==> config.mk <==
export PLATFORM = sky130hd
export DESIGN_NAME = button_conditioner
export DESIGN_NICKNAME = d
export VERILOG_FILES = /design/src/rtl/button_conditioner_pkg.sv /design/src/rtl/button_conditioner_sync2.sv /design/src/rtl/button_conditioner.sv
export SDC_FILE = /design/constraint.sdc
export NUM_CORES = 1
export LEC_CHECK = 0
export ABC_AREA = 1
export CORE_UTILIZATION = 40
export CTS_CLUSTER_DIAMETER = 30
export DETAILED_ROUTE_END_ITERATION = 10
export PLACE_DENSITY_LB_ADDON = 0.3
export SYNTH_ARGS = -nofsm -noshare
export SYNTH_HDL_FRONTEND = slang
export SYNTH_SLANG_ARGS = --single-unit
==> constraint.sdc <==
create_clock -name clk100 -period 1.68 [get_ports clk100]
set_clock_uncertainty 0.05 [all_clocks]
set_input_delay 0.42 -clock clk100 [delete_from_list [all_inputs] [get_ports clk100]]
set_output_delay 0.42 -clock clk100 [all_outputs]
set_load 0.02 [all_outputs]
==> src/rtl/button_conditioner_pkg.sv <==
// Shared types and constants for the pushbutton/slide-switch conditioner.
// Holds the debounce state encoding and the default debounce length.
package button_conditioner_pkg;

   typedef enum logic [1:0] {
      RELEASED     = 2'd0,
      PRESS_WAIT   = 2'd1,
      PRESSED      = 2'd2,
      RELEASE_WAIT = 2'd3
   } dbState_e;

   // 10 ms of stable input at a 100 MHz clock
   localparam int DEBOUNCE_CYCLES_DEFAULT = 1000000;

endpackage

==> src/rtl/button_conditioner_sync2.sv <==
// Two-flop synchronizer for a single asynchronous input.
// Both stages clear to 0 on reset so the first sampled value is a known low.
module sync2 (
   input  logic clk_i,
   input  logic rst_ni,
   input  logic d_i,
   output logic q_o
);

   logic meta_q;
   logic sync_q;

   always_ff @(posedge clk_i or negedge rst_ni) begin
      if (!rst_ni) begin
         meta_q <= 1'b0;
         sync_q <= 1'b0;
      end else begin
         meta_q <= d_i;
         sync_q <= meta_q;
      end
   end

   assign q_o = sync_q;

endmodule

==> src/rtl/button_conditioner.sv <==
// Debounces a pushbutton into a level plus press/release pulses, synchronizes a
// slide switch, and counts the presses accepted while the switch is on.
module button_conditioner
   import button_conditioner_pkg::*;
#(
   parameter int DEBOUNCE_CYCLES = DEBOUNCE_CYCLES_DEFAULT,
   parameter int CNT_W           = 20
) (
   input  logic       clk100,
   input  logic       rst_n,
   input  logic       button,
   input  logic       comSwitch,
   output logic       btn_level,
   output logic       btn_press,
   output logic       btn_release,
   output logic       sw_level,
   output logic       enable,
   output logic [7:0] press_count
);

   localparam logic [CNT_W-1:0] CntLast = CNT_W'(DEBOUNCE_CYCLES - 1);
   localparam logic [CNT_W-1:0] CntOne  = CNT_W'(1);

   logic             btnSync;
   dbState_e         state_q;
   logic [CNT_W-1:0] cnt_q;
   logic             btnLevel_q;
   logic             btnPress_q;
   logic             btnRelease_q;
   logic [7:0]       pressCount_q;

   sync2 uBtnSync (
      .clk_i  (clk100),
      .rst_ni (rst_n),
      .d_i    (button),
      .q_o    (btnSync)
   );

   sync2 uSwSync (
      .clk_i  (clk100),
      .rst_ni (rst_n),
      .d_i    (comSwitch),
      .q_o    (sw_level)
   );

   // cnt holds how many consecutive differing samples have been seen, so the
   // entry into a WAIT state already counts as the first one.
   always_ff @(posedge clk100 or negedge rst_n) begin
      if (!rst_n) begin
         state_q      <= RELEASED;
         cnt_q        <= '0;
         btnLevel_q   <= 1'b0;
         btnPress_q   <= 1'b0;
         btnRelease_q <= 1'b0;
      end else begin
         btnPress_q   <= 1'b0;
         btnRelease_q <= 1'b0;
         case (state_q)
            RELEASED: begin
               if (btnSync) begin
                  state_q <= PRESS_WAIT;
                  cnt_q   <= CntOne;
               end else begin
                  cnt_q   <= '0;
               end
            end
            PRESS_WAIT: begin
               if (!btnSync) begin
                  state_q <= RELEASED;
                  cnt_q   <= '0;
               end else if (cnt_q == CntLast) begin
                  state_q    <= PRESSED;
                  cnt_q      <= '0;
                  btnLevel_q <= 1'b1;
                  btnPress_q <= 1'b1;
               end else begin
                  cnt_q   <= cnt_q + CntOne;
               end
            end
            PRESSED: begin
               if (!btnSync) begin
                  state_q <= RELEASE_WAIT;
                  cnt_q   <= CntOne;
               end else begin
                  cnt_q   <= '0;
               end
            end
            RELEASE_WAIT: begin
               if (btnSync) begin
                  state_q <= PRESSED;
                  cnt_q   <= '0;
               end else if (cnt_q == CntLast) begin
                  state_q      <= RELEASED;
                  cnt_q        <= '0;
                  btnLevel_q   <= 1'b0;
                  btnRelease_q <= 1'b1;
               end else begin
                  cnt_q   <= cnt_q + CntOne;
               end
            end
            default: begin
               state_q <= RELEASED;
               cnt_q   <= '0;
            end
         endcase
      end
   end

   // The count advances on the edge that closes a press-pulse cycle with the switch on.
   always_ff @(posedge clk100 or negedge rst_n) begin
      if (!rst_n) begin
         pressCount_q <= 8'd0;
      end else if (btnPress_q && sw_level) begin
         pressCount_q <= pressCount_q + 8'd1;
      end
   end

   assign btn_level   = btnLevel_q;
   assign btn_press   = btnPress_q;
   assign btn_release = btnRelease_q;
   assign enable      = btnLevel_q & sw_level;
   assign press_count = pressCount_q;

endmodule

After elaboration in Yosys (flattened, before gate mapping). Index checks and enable logic that the tools add are counted.

Bits of input ports: 4. Output and inout port bits: 13. Logic and storage cells: 53. Register bits: 37.

Multiplexer cells: 23. Reduce and logical (&&, ||, !) cells: 5. Add/subtract/negate cells: 2. Bitwise logic cells: 1. Equality and inequality tests: 12.

Operators by type and width (number): 20-bit one-hot mux with 4 select lines (1); 20-bit 2-to-1 mux (3); 20-bit by 1-bit adder with 20-bit output (second input constant) (1); 20-bit equality test (second input constant) (1); 2-bit 2-to-1 mux (6); 1-bit 2-to-1 mux (11); 8-bit by 1-bit adder with 8-bit output (second input constant) (1); 2-bit inequality test (second input constant) (4); 2-bit one-hot mux with 4 select lines (1); 5-bit AND reduction (1); 2-bit equality test (second input constant) (2); 2-bit by 1-bit inequality test with 1-bit output (second input constant) (2); 4-bit AND reduction (1); 3-bit by 2-bit inequality test with 1-bit output (second input constant) (1); 3-bit inequality test (second input constant) (1); 2-bit by 1-bit equality test with 1-bit output (second input constant) (1); 2-bit logical NOT (1); 1-bit one-hot mux with 2 select lines (1); 2-bit nonzero test (1); 1-bit AND (1); 1-bit logical AND (1).

Depth between registers and ports, before layout. Gate-level depths: netlist (run 1).

Depth in word-level cells: 4. Mapped depth: 9. Gate-level depth less buffers: 9.

Hierarchy. Synthesis (run 1) repeated with hierarchy kept, for this count alone.

Cell total of the unflattened synthesis: 243. Area total of the unflattened synthesis: 1964.4 um2.

Modules (own cells, without submodules): button_conditioner (instances 1, area each 1864.3 um2, cells an instance 239, sequential area each 825.8 um2); sync2 (instances 2, area each 50.0 um2, cells an instance 2, sequential area each 50.0 um2).

Worst setup path before layout (run 1). No wires, ideal clock.

Path kind: register to register. From: register cnt_q[0]. To: register cnt_q[11]. Library setup time: 0.120 ns. Arrival time: 1.183 ns. Data required time: 1.510 ns. Stages on the path, launching flop included: 8. Path buffers: 1. Clock period less this slack: 1.353 ns. Slack: 0.327 ns. Path through: dfrtp_1 ha_1 nand2_2 nor2_4 nand2_2 o21ai_2 buf_6 nor2_1.

Longest elaborated chain between the ends: 4. Elaborated cells between the ends (all ways): 6. Those cells by class: 1 x add/sub; 1 x eq/ne; 4 x mux.

RTL lines: start, declared (line button_conditioner.sv:26) `logic [CNT_W-1:0] cnt_q;`; start signal, assigned (line button_conditioner.sv:62) `cnt_q <= CntOne;`; start signal, assigned (line button_conditioner.sv:77) `cnt_q <= cnt_q + CntOne;`; start signal, assigned (line button_conditioner.sv:83) `cnt_q <= CntOne;`; 20-bit by 1-bit adder with 20-bit output / 20-bit equality test (equally long branches); 20-bit 2-to-1 mux * (line button_conditioner.sv:71, button_conditioner.sv:92); 20-bit 2-to-1 mux, on equally long branches (line button_conditioner.sv:89, button_conditioner.sv:68); 20-bit one-hot mux with 4 select lines * (line button_conditioner.sv:58) `case (state_q)`.

Mark *: on every way between the ends. The rest lies on a longest branch, timed or not. A chain may end at the register's enable or synchronous reset.

Worst setup path after layout (run 1).
From: register uSwSync.sync_q, in the netlist uSwSync.q_o. To: output enable.

Longest elaborated chain between the ends: 1.

RTL lines: start, declared (line button_conditioner_sync2.sv:11) `logic sync_q;`; start signal, assigned (line button_conditioner_sync2.sv:19) `sync_q <= meta_q;`; 1-bit AND (line button_conditioner.sv:121) `assign enable = btnLevel_q & sw_level;`; end, declared (line button_conditioner.sv:17) `output logic enable,`.

Every way passes these cells.

==> metrics.md, run 1 <==
| Metric | Value |
|---|---|
| Status | completed |
| Critical Path Slowest Stage Cell | dfrtp_1 |
| Startpoint types | flop |
| Layout cell share with drive strength beyond 1 | 14.4% |
| Slew HR | about 80% |
| Synth unique cells | 26 |
| Critical path endpoint category | primary output |
| Post-route setup slack | approximately 130 ps |
| Most common cell in the netlist | nand2_1 |
| Min-delay worst type | input pin to async pin |
| Synth Cell Area | approximately 1900 um^2 |
| Wirelength per Cell | ~11 um |
| GR peak layer | met2 |
| Top FF cell, synth | dfrtp_1 |
| CP required | roughly 1200 ps |
| Global Route met2 Usage | 23.5% |
| Clock-pin transition on the worst setup and hold timing paths | 70 ps |
| Row Count | 24 |
| Final wirelength | ~3500 um |
| Synth area leader | dfrtp_1 |
| First-pass GRT wire length | between 5000 and 6000 um |
| FF-to-FF Start | cnt_q[0] |
| R2R Setup Slk | between 200 and 250 ps |
| Synth-to-Final Area Change | 17.8% |
| Seq cells post-synth | 37 |
| H-tree levels | 2 |
| Ranking of synthesized cells by area | dfrtp_1 (48%), nand2_1 (11%), nor2_1 (8.8%) |
| Vias in the first global route | roughly 1300 |
| Synth Instances | between 200 and 250 |
| DRC viols | 0 |
| Critical-path cell list | nand2_1 -> inv_1 -> dlygate4sd2_1 |
| Fmax | ~640 MHz |
| Vias | 1478 |
| P_sw | ~0.37 mW |
| Avg Cell Area, Syn | ~8 um^2 |
| Sequential-to-total area share from yosys stat | between 40% and 50% |
| Nets | approximately 270 |
| Worst setup startpoint | uSwSync.q_o |
| Port bufs | 16 |
| Crit path time final | approximately 1600 ps |
| Core area | ~4500 um^2 |
| Finished Layout Cells | about 320 |
| Detailed Route Iter0 Violations | between 90 and 100 |
| Area fraction of the dominant cell type after synthesis | 48.5% |
| Global route total overflow | 0 |
| Register area | a little over 900 um^2 |
| Largest net degree at the start of global routing | 38 |
| Post-CTS setup buffer count | 0 |
| Fin. max-slew vios | 0 |
| Static Leak | roughly 1.1 nW |
| Via density per instance | 4.68 |
| Full die area | 5050 um^2 |
| Total track usage | between 15 and 20% |
| Setup Crit Path Kind | flop to primary output |
| Max-Cap Viols | 0 |
| Worst setup path end | enable |
| WP data arrival | 1080 ps |
| Pint | around 1.4 mW |
| Sink Count | 37 |
| Met1 global-route usage | between 20 and 25% |
| FF-to-FF path depth | 7 |
| Initial antenna violation count | 0 |
| Worst R2R End | cnt_q[11] |
| Sequential Power Share | 51.0% |
| # fillers | between 400 and 500 |
| Least-Margin Pin Slew | roughly 300 ps |
| Part of the cycle the worst path needs | ~90% |
| CP peak stage delay | ~400 ps |
| DR pass1 iterations | 4 |
| Post-synth net total | ~250 |
| Final core utilization | between 50% and 60% |
| Unrepaired setup endpoints after global routing | false |
| CTS tree | yes |
| Worst-Skew Late Latency | 290 ps |
| Final number of setup-violating endpoints | 0 |
| Routability Congestion | a little under 0.9 |
| Peak supply drop | about 0.00054 V |
| Clock power frac | between 40% and 50% |
| # IOs | 17 |
| Cells after DPL | about 300 |
| Root buf cell | clkbuf_8 |
| CTS Buffer Depth | 2 |
| GR Layer Usage met3 | under 10% |
| Starting density of the core | around 43% |
| Switching part of the total | a little over a fifth |
| Final Hold Violating Endpoints | 0 |
| Setup TNS | 0 ps |
| Post-synth EDFFs | 0 |
| Async S/R FF share, synth | 100% |
| Cts bufs inserted | 5 |
| Die width | about 70 um |
| Power per cell area | between 700 and 800 nW/um^2 |
| Die height | between 70 and 80 um |
| N_diodes | 0 |
| DP Area | approximately 2100 um^2 |
| Comb pwr share | under 10% |
| Post-route cell area | 2250 um^2 |
| DRT antenna net count | 0 |
| Dpl hpwl | between 2000 and 3000 um |
| Footprint of the multi-input gates | 836 um^2 |
| Max Fanout on Critical Path | 3 |
| Worst slack at placement | ~170 ps |
| Most instantiated cells after synthesis | nand2_1 (56), nor2_1 (45), dfrtp_1 (37) |
| Syn. warnings | 0 |
==> area by class of cell <==
class / instances / share of cell area, %
multi-input cells: 166 / 37.2
clock buffers: 6 / 3.67
flip-flops and latches: 37 / 41.2
well taps: 52 / 2.89
inverters: 34 / 5.73
clock inverters: 2 / 1.67
repair buffers: 19 / 7.73
==> worst min path at each step <==
| stage | from | end | cells after the start |
|---|---|---|---|
| floorplan | rst_n | async pin | 0 |
| global placement | uSwSync.meta_q | uSwSync.q_o | 0 |
| detailed placement | uSwSync.meta_q | uSwSync.q_o | 0 |
| CTS | rst_n | press_count[7] | 2 |
| global route | rst_n | press_count[7] | 2 |
| finish | rst_n | cnt_q[16] | 2 |
==> registers in the layout, summed over array words and instances, names as in the netlist, named ones only <==
register	cells
state_q	1
press_count	8
btn_release	1
uBtnSync.q_o	1
uBtnSync.meta_q	1
uSwSync.q_o	1
btn_level	1
cnt_q	20
btn_press	1
uSwSync.meta_q	1
==> worst max-delay path: cells and delay by family, from the launching register on <==
kind | cells | cell delay (ps)
AND/OR/NAND/NOR | 1 | 60
buffers and inverters | 2 | 330
flip-flops | 1 | 400
==> per-layer routing <==
metal	up-vias	routed length, um	share of wire (%)
met4	0	64	1.8
li1	772	-	-
met5	-	0	0
met3	6	150	4.3
met2	27	1530	44
met1	673	1750	50
==> power by group through the flow <==
stage                     clock, mW  sequential (mW)  combinational (mW)
final                         0.807            0.906              0.0621
after global routing          0.858            0.907              0.0726
after CTS                     0.826            0.906              0.0650
after detailed placement          0            0.924              0.0657
after global placement            0            0.923              0.0655
after floorplan                   0            0.924              0.0255
==> cells by family (layout without fill, tap and decap cells) <==
| group | count (synthesis) | after routing | share of synthesized area, % |
|---|---|---|---|
| and+or+nand+nor | 141 | 141 | 33.4 |
| DFF | 37 | 37 | 48.5 |
| buffers and inverters | 36 | 61 | 7.73 |
| xor gates and xnor gates | 13 | 13 | 5.96 |
| AOI/OAI and AO/OA | 10 | 10 | 3.08 |
| adders and majority gates | 2 | 2 | 1.31 |
==> what timing repair did <==
item	CTS	global route
gates resized for setup	13	0
hold buffers	0	0
endpoints found under the setup margin	13	0
==> layout by cell type (no fill, tap or decap), types with 2 or more instances in the layout <==
master	instances
xor2_1	12
nor2_1	45
nor3_1	7
nand2_2	5
nand4_1	2
inv_1	30
nor2_2	9
clkdlybuf4s50_1	2
ha_1	2
nand3_1	9
nor2_4	4
nand3_2	2
nand2_1	56
clkbuf_8	6
o21ai_0	5
inv_2	3
buf_4	2
dfrtp_1	37
dlygate4sd2_1	13
==> through the flow <==
stage	power, mW	hold WS (ps)
3_3_place_gp	0.989	284
2_1_floorplan	0.950	74.4
6_report	1.78	20.2
3_5_place_dp	0.989	290
4_1_cts	1.80	33.7
5_1_grt	1.84	50.7
(Power assumes the default switching activity.)
==> run 2: changes to the inputs <==
--- a/config.mk
+++ b/config.mk
@@ -10,6 +10,7 @@
 export CTS_CLUSTER_DIAMETER = 30
 export DETAILED_ROUTE_END_ITERATION = 10
 export PLACE_DENSITY_LB_ADDON = 0.3
+export REMOVE_ABC_BUFFERS = 1
 export SYNTH_ARGS = -nofsm -noshare
 export SYNTH_HDL_FRONTEND = slang
 export SYNTH_SLANG_ARGS = --single-unit
==> run 2 against run 1 <==
Critical endpoint unchanged. Combinational power increased by 2%. Sequential cell count unchanged. Via count decreased by 0.54%. Die area unchanged. Final area increased by 0.83%. Critical path depth unchanged. Setup slack improved by 2.9 ps. Total power increased by 4.9%. Clock-buffer cell count decreased by 1. First-iteration DRC count increased by 7.6%. Clock power increased by 11%. The flow now finishes with violations (DRC). Highest routed layer unchanged.
==> metrics.md, run 2 (same netlist as run 1, synthesis figures left out) <==
| Metric | Value |
|---|---|
| Via density per instance | around 4.7 |
| Max Fanout on Critical Path | 3 |
| CP required | about 1200 ps |
| Slew HR | about four fifths |
| Static Leak | ~1.1 nW |
| Row Count | 24 |
| Worst setup path end | enable |
| Fin. max-slew vios | 0 |
| Routability Congestion | around 0.83 |
| FF-to-FF Start | cnt_q[0] |
| Root buf cell | clkbuf_8 |
| Post-route cell area | between 2000 and 2500 um^2 |
| Status | finished with violations |
| DRC viols | 2 |
| Setup TNS | 0 ps |
| Total track usage | ~16% |
| Failing checks | DRC |
| Worst R2R End | cnt_q[16] |
| Synth-to-Final Area Change | 18.8% |
| Startpoint types | flop |
| Core area | approximately 4500 um^2 |
| Dpl hpwl | about 2400 um |
| Commonest non-fill, non-tap cell in the layout | nand2_1 |
| R2R Setup Slk | about 200 ps |
| Worst-Skew Late Latency | 290 ps |
| Reg with most FFs | cnt_q |
| Worst setup startpoint | btn_level |
| Peak supply drop | ~0.00056 V |
| Min-delay worst type | input pin to async pin |
| Sink Count | 37 |
| Crit path time final | 1550 ps |
| Layout cell share with drive strength beyond 1 | between 10% and 20% |
| DP Area | roughly 2200 um^2 |
| Cts bufs inserted | 5 |
| CTS tree | yes |
| Die height | between 70 and 80 um |
| Global route total overflow | 0 |
| Critical Path Slowest Stage Cell | dfrtp_1 |
| Detailed Route Iter0 Violations | 99 |
| Final core utilization | between 50 and 60% |
| FF-to-FF path depth | 8 |
| Initial antenna violation count | 0 |
| Part of the cycle the worst path needs | a little over 90% |
| Commonest cells after routing, fill and taps aside | nand2_1 (56), nor2_1 (45), dfrtp_1 (37), inv_1 (30), dlygate4sd2_1 (13) |
| Power per cell area | 821 nW/um^2 |
| # IOs | 17 |
| Final Hold Violating Endpoints | 0 |
| Vias | 1470 |
| Port bufs | 16 |
| DR pass1 iterations | 9 |
| Nets | 268 |
| Starting density of the core | 42.7% |
| Max-Cap Viols | 0 |
| Critical path endpoint category | primary output |
| Die width | around 70 um |
| Hold_ws | just over 30 ps |
| CP peak stage delay | approximately 390 ps |
| Full die area | 5050 um^2 |
| Final number of setup-violating endpoints | 0 |
| Clock-pin transition on the worst setup and hold timing paths | ~70 ps |
| First-pass GRT wire length | between 6000 and 7000 um |
| Critical-path cell list | nand2_1 -> inv_1 -> dlygate4sd2_1 |
| Wirelength per Cell | around 10 um |
| Vias in the first global route | 1376 |
| Hold_buf cts | 0 |
| DRT antenna net count | 0 |
| CTS Buffer Depth | 2 |
| Least-Margin Pin Slew | ~320 ps |
| WP data arrival | ~1100 ps |
| Setup Crit Path Kind | flop to primary output |
| Largest net degree at the start of global routing | 38 |
| Final wirelength | 3250 um |
| N_diodes | 0 |
| Largest register FFs | 20 |
| H-tree levels | 2 |
| Unrepaired setup endpoints after global routing | false |
| Fmax | about 650 MHz |
run 2: repair_timing:
action	4_1_cts	5_1_grt
setup endpoints to repair	13	0
buffers inserted	0	0
gates resized for setup	13	0
run 2: routing by layer:
metal / vias to the layer above / track usage, % / part of all wire (%)
li1: 770 / - / -
met2: 38 / 23.3 / 46
met3: 2 / 5.56 / 5.3
met1: 660 / 20.5 / 48
met4: 0 / 7.56 / 0.65
met5: - / 0 / 0
run 2: worst max-delay path: cells and delay by family, from the launching register on:
kind	cells	cell delay, ps
AND/OR/NAND/NOR	1	70
buffers and inverters	2	330
flip-flops	1	390
run 2: worst min path at each step:
stage | cells past startpoint | endpoint | from | slack, ps
floorplan | 0 | async pin | rst_n | 70
global placement | 0 | uSwSync.q_o | uSwSync.meta_q | 280
detailed placement | 0 | uBtnSync.q_o | uBtnSync.meta_q | 290
CTS | 2 | press_count[3] | rst_n | 40
global route | 2 | press_count[2] | rst_n | 40
finish | 2 | cnt_q[12] | rst_n | 30
run 2: cell type report:
cell class                      instances  area, um^2
Sequential cell                        37         926
Multi-Input combinational cell        166         836
Tap cell                               52        65.1
Clock inverter                          3        65.1
Clock buffer                            5        68.8
Fill cell                             426        2210
Timing Repair Buffer                   18         179
Inverter                               34         129
run 2: power by group:
group | leakage (nW) | internal (mW) | total [mW] | switching [mW]
registers | 0.503 | 0.900 | 0.907 | 0.00694
logic | 0.519 | 0.0236 | 0.0632 | 0.0397
clock network | 0.0681 | 0.589 | 0.893 | 0.304
total | 1.09 | 1.51 | 1.86 | 0.351
run 2: through the flow:
step / power, mW / instances / worst slack (ps)
2_1_floorplan: 0.947 / 237 / 194
3_3_place_gp: 0.990 / 307 / 184
3_5_place_dp: 0.990 / 307 / 174
4_1_cts: 1.90 / 315 / 111
5_1_grt: 1.95 / 315 / 52.3
6_report: 1.86 / 315 / 131
==> run 3: changes to the inputs <==
--- a/config.mk
+++ b/config.mk
@@ -6,11 +6,13 @@
 export NUM_CORES = 1
 export LEC_CHECK = 0
 export ABC_AREA = 1
-export CORE_UTILIZATION = 40
+export CORE_UTILIZATION = 30
 export CTS_CLUSTER_DIAMETER = 30
 export DETAILED_ROUTE_END_ITERATION = 10
+export GPL_ROUTABILITY_DRIVEN = 0
 export PLACE_DENSITY_LB_ADDON = 0.3
 export REMOVE_ABC_BUFFERS = 1
+export SETUP_SLACK_MARGIN = 0.02
 export SYNTH_ARGS = -nofsm -noshare
 export SYNTH_HDL_FRONTEND = slang
 export SYNTH_SLANG_ARGS = --single-unit
==> run 3 against run 2 <==
The flow now finishes without violations. Critical path type unchanged. Total power is 5.1% lower. Setup slack lost 1.2 ps. Via count grew 0.88%. Largest cell class unchanged. Sequential power about the same. Highest routed layer unchanged. Sequential share of layout area fell by 0.29 points. Final cell count increased by 7.9%. Maximum frequency about the same. Wire length is 8.5% higher. Clock-buffer cell count grew 2. Register-to-register slack barely moved. First-iteration DRC count down 51%.
==> metrics.md, run 3 (same netlist as run 1, synthesis figures left out) <==
| Metric | Value |
|---|---|
| Vias | around 1500 |
| Worst-Skew Late Latency | between 200 and 300 ps |
| Final number of setup-violating endpoints | 0 |
| Tot Pwr | 1.77 mW |
| Total track usage | between 10% and 20% |
| Power per cell area | around 770 nW/um^2 |
| Row Count | 28 |
| Nets | 270 |
| Status | completed |
| Fmax | between 600 and 700 MHz |
| Starting density of the core | a little under a third |
| Max-Cap Viols | 0 |
| Commonest cells after routing, fill and taps aside | nand2_1 (56), nor2_1 (45), dfrtp_1 (37), inv_1 (30), dlygate4sd2_1 (13) |
| Root buf cell | clkbuf_8 |
| WP data arrival | ~1100 ps |
| Crit path time final | ~1500 ps |
| Cts bufs inserted | 5 |
| Dpl hpwl | 2680 um |
| CP required | around 1200 ps |
| Largest register FFs | 20 |
| Via density per instance | 4.36 |
| Wirelength per Cell | about 10 um |
| # fillers | approximately 630 |
| Final Hold Violating Endpoints | 0 |
| DRT antenna net count | 0 |
| Worst slack at placement | about 180 ps |
| Post-CTS setup buffer count | 0 |
| Least-Margin Pin Slew | approximately 300 ps |
| Clock-pin transition on the worst setup and hold timing paths | ~70 ps |
| Final core utilization | a little under two fifths |
| Critical path endpoint category | primary output |
| Die height | between 80 and 90 um |
| Full die area | ~6700 um^2 |
| Post-route setup slack | between 100 and 150 ps |
| CTS Buffer Depth | 2 |
| Slew HR | about four fifths |
| Min-delay worst type | flop to flop |
| DR pass1 iterations | 4 |
| Core area | about 6000 um^2 |
| H-tree levels | 2 |
| Largest net degree at the start of global routing | 18 |
| Startpoint types | flop |
| Peak supply drop | 0.000427 V |
| Reg with most FFs | cnt_q |
| Vias in the first global route | roughly 1400 |
| Layout cell share with drive strength beyond 1 | 14.0% |
| CTS tree | yes |
| Setup Crit Path Kind | flop to primary output |
| Detailed Route Iter0 Violations | between 40 and 50 |
| Port bufs | 16 |
| DRC viols | 0 |
| Die width | around 82 um |
| First-pass GRT wire length | 6230 um |
| Max Fanout on Critical Path | 3 |
| Static Leak | roughly 1.1 nW |
| Setup TNS | 0 ps |
| Commonest non-fill, non-tap cell in the layout | nand2_1 |
| N_diodes | 0 |
| Fin. max-slew vios | 0 |
| Final wirelength | 3520 um |
| Synth-to-Final Area Change | 19.7% |
| # IOs | 17 |
| Initial antenna violation count | 0 |
| Part of the cycle the worst path needs | between 90 and 100% |
| Global route total overflow | 0 |
| Unrepaired setup endpoints after global routing | false |
| Sink Count | 37 |
run 3: cell count changes in the layout (fill, tap and decap cells not counted), sizes merged:
cell,before,now
clkbuf,5,7
buf,3,4
dlygate4sd3,0,1
bufinv,2,1
clkinv,2,1
run 3: power by group:
part	leakage [nW]	switching, mW	internal [mW]
clock	0.0585	0.313	0.484
combinational	0.523	0.0412	0.0234
sequential	0.503	0.00715	0.899
total	1.09	0.361	1.41
run 3: metal layers:
metal,share of wire [%],GRT usage (%),up-vias
met5,0,0,-
met4,1.8,5.79,0
met3,5.1,3.78,5
met2,42,18.7,35
met1,51,16.0,668
li1,-,-,775
run 3: per-stage QoR:
step           std cells  area (um^2)  hold slack (ps)
5_1_grt              340         2280              317
4_1_cts              340         2280              302
3_5_place_dp         331         2170              281
2_1_floorplan        237         1890             74.4
3_3_place_gp         331         2170              271
6_report             340         2280              300
run 3: timing repair:
action / in CTS / in global routing
gates resized for setup: 13 / 0
endpoints found under the setup margin: 13 / 0
endpoints found under the hold margin: 12 / 0
hold buffers: 1 / 0
run 3: worst paths after layout:
path / from / to / slack [ps] / cells after the start
worst min-delay path: uBtnSync.meta_q / uBtnSync.q_o / 300 / 0
worst min register to register: uBtnSync.meta_q / uBtnSync.q_o / 300 / 0
worst max-delay path: btn_level / enable / 130 / 3
worst max register to register: cnt_q[0] / cnt_q[10] / 210 / 7
max in group asynchronous: rst_n / cnt_q[13] / 560 / 3
min in group asynchronous: rst_n / uBtnSync.meta_q / 490 / 2
run 3: area by class of cell:
cell class | instances | area (um^2) | share of cell area [%]
Sequential cell | 37 | 926 | 40.5
Tap cell | 75 | 93.8 | 4.11
Clock buffer | 7 | 86.3 | 3.78
Timing Repair Buffer | 20 | 184 | 8.05
Clock inverter | 1 | 30.0 | 1.31
Inverter | 34 | 129 | 5.64
Multi-Input combinational cell | 166 | 836 | 36.6
run 3: critical path, cell delays in order, from the launching register on:
cell           delay, ps
dfrtp_1              390
nand2_1               70
inv_1                 30
dlygate4sd2_1        300
==> RTL change, RTL diff (settings of run 1) <==
Register the inputs `button` and `comSwitch` before use, without a reset. The logic sees them one clock later.
--- a/src/rtl/button_conditioner.sv
+++ b/src/rtl/button_conditioner.sv
@@ -22,4 +22,12 @@
    localparam logic [CNT_W-1:0] CntOne  = CNT_W'(1);
 
+   logic button_q;
+   logic comSwitch_q;
+
+   always_ff @(posedge clk100) begin
+      button_q    <= button;
+      comSwitch_q <= comSwitch;
+   end
+
    logic             btnSync;
    dbState_e         state_q;
@@ -33,5 +41,5 @@
       .clk_i  (clk100),
       .rst_ni (rst_n),
-      .d_i    (button),
+      .d_i    (button_q),
       .q_o    (btnSync)
    );
@@ -40,5 +48,5 @@
       .clk_i  (clk100),
       .rst_ni (rst_n),
-      .d_i    (comSwitch),
+      .d_i    (comSwitch_q),
       .q_o    (sw_level)
    );
Check against the original RTL: not equivalent (Yosys sat finds a counterexample within 4 cycles, from zero or initial values and one cycle with rst_n low).
==> RTL change against run 1 <==
- setup slack lost 24 ps
- first-iteration DRC count decreased by 4.3%
- sequential cell count up 2
- design area rose by 2.7%
- register-to-register slack got worse by 20 ps
- hold slack worse by 18 ps
- maximum frequency down 1.5%
- routed wire length rose by 3.1%
- critical path depth unchanged
- area after synthesis up 1.1%
Power is not compared: it rests on default switching activity, and its combinational part moved more than twofold at a synthesized area within 25%.
==> RTL change: results (changes against run 1) <==
global-route wire length before repair 6690 microns (+13%); Final nets 272 (+1.1%); largest area contributor in the netlist dfrtp_1; initial antenna violation count 0 (unchanged); Via Count 1532 (+3.7%); aggregate global-route resource usage 0.174 (+0.0207); ranking of synthesized cells by area dfrtp_1 48%, nand2_1 12%, nor2_1 9.3%, xor2_1 5.4%, inv_1 4.5%; Worst-Margin Slew 414 ps (+109 ps); Post-CTS Resized 13 (unchanged); GPL Wtd Cong 0.845 (-2.3%); clk root buf clkbuf_8; Clock Path Buffers 2 (unchanged); H-tree depth 2 (unchanged); max reg flops 20 (unchanged); drt first pass iters 4 (unchanged); WP data arrival 1110 ps (+30 ps); Placed Cells incl. Taps 311 (+0.97%); Post-CTS Setup Inserts 0 (unchanged); R2R cell count 8 (+1); PortBufs 16 (unchanged); Max VDD drop 0.648 mV; register area share after synthesis 0.500 (+0.0154); hold_ws 2.62 ps (-17.5 ps); Hold Crit Class input pin to asynchronous set/reset pin; share of layout cells above drive strength 1 0.116 (-0.0278); DR iter-0 viols 88 (-4.3%); RR Endpoint cnt_q[12]; CP max-delay cell dfrtp_1; cell with the most instances after synthesis nand2_1; post-synth cell types 25 (-3.8%); outcome complete, no violations; largest net degree at the start of global routing 21 (-45%); Synth Instances 238 (-0.42%); Synth top cells by count 63 x nand2_1, 48 x nor2_1, 37 x dfrtp_1, 23 x inv_1, 12 x xor2_1; Worst-path clk slew 70 ps (about the same); post-synthesis async set-or-reset flop share 0.949 (-0.0513); crit path max fanout 3 (unchanged); DP HPWL 2820 microns (+9.7%); Routed Wire Length 3600 microns (+3.1%); CP max stage delay 400 ps (about the same); setup slack, reg-to-reg 190 ps (-20 ps); Worst R2R Start cnt_q[1]; Via-to-Cell Ratio 4.80 (+2.7%); Max Cap Violations 0 (unchanged); vias in the first global route 1484 (+11%); Leak 0.00110 uW
==> RTL change: final cells by class <==
cell class              instances  area, sq um
clock buffers                   6         82.6
clock inverters                 2         35.0
fillers                       438         2190
inverters                      24         90.1
multi-input cells             173          855
flip-flops and latches         39          966
well taps                      52         65.1
repair buffers                 23          216
==> RTL change: routing by layer <==
layer | share of wire | vias to the layer above | track usage
met5 | 0 | - | 0
met4 | 0.022 | 0 | 0.0784
met3 | 0.043 | 6 | 0.0338
met2 | 0.46 | 26 | 0.274
met1 | 0.48 | 706 | 0.233
li1 | - | 794 | -
==> RTL change: power groups by stage <==
stage | combinational (uW) | sequential, uW | clock [uW]
after global routing | 389 | 1040 | 857
after floorplan | 203 | 1050 | 0
after detailed placement | 340 | 1050 | 0
final | 334 | 1030 | 796
after CTS | 340 | 1030 | 818
after global placement | 338 | 1050 | 0
==> RTL change: per-stage QoR <==
step | setup slack, ps | power, uW | area [sq um]
final | 104 | 2160 | 2310
after detailed placement | 135 | 1390 | 2210
after global placement | 157 | 1390 | 2210
after global routing | 24.8 | 2290 | 2310
after floorplan | 245 | 1260 | 1930
after CTS | 84.0 | 2190 | 2310
==> RTL change: worst max-delay path by stage <==
stage                    from    endpoint  cells past startpoint
global route        btn_level      enable                      3
CTS                 btn_level      enable                      3
finish              btn_level      enable                      3
detailed placement  btn_level      enable                      3
global placement    btn_level      enable                      3
floorplan            cnt_q[0]  state_q[0]                      7
==> RTL change: cells by family after synthesis <==
group	after synthesis	synth area share
simple gates	148	0.334
xor+xnor	17	0.0771
compound gates	6	0.0168
fa+ha+maj	2	0.0130
flops	39	0.500
buf+inv	26	0.0583
==> RTL change: worst max-delay path: cells and delay by family (launching register included) <==
kind                   cells  cell delay (ps)
buffers and inverters      2              350
DFF                        1              400
and+or+nand+nor            1               70
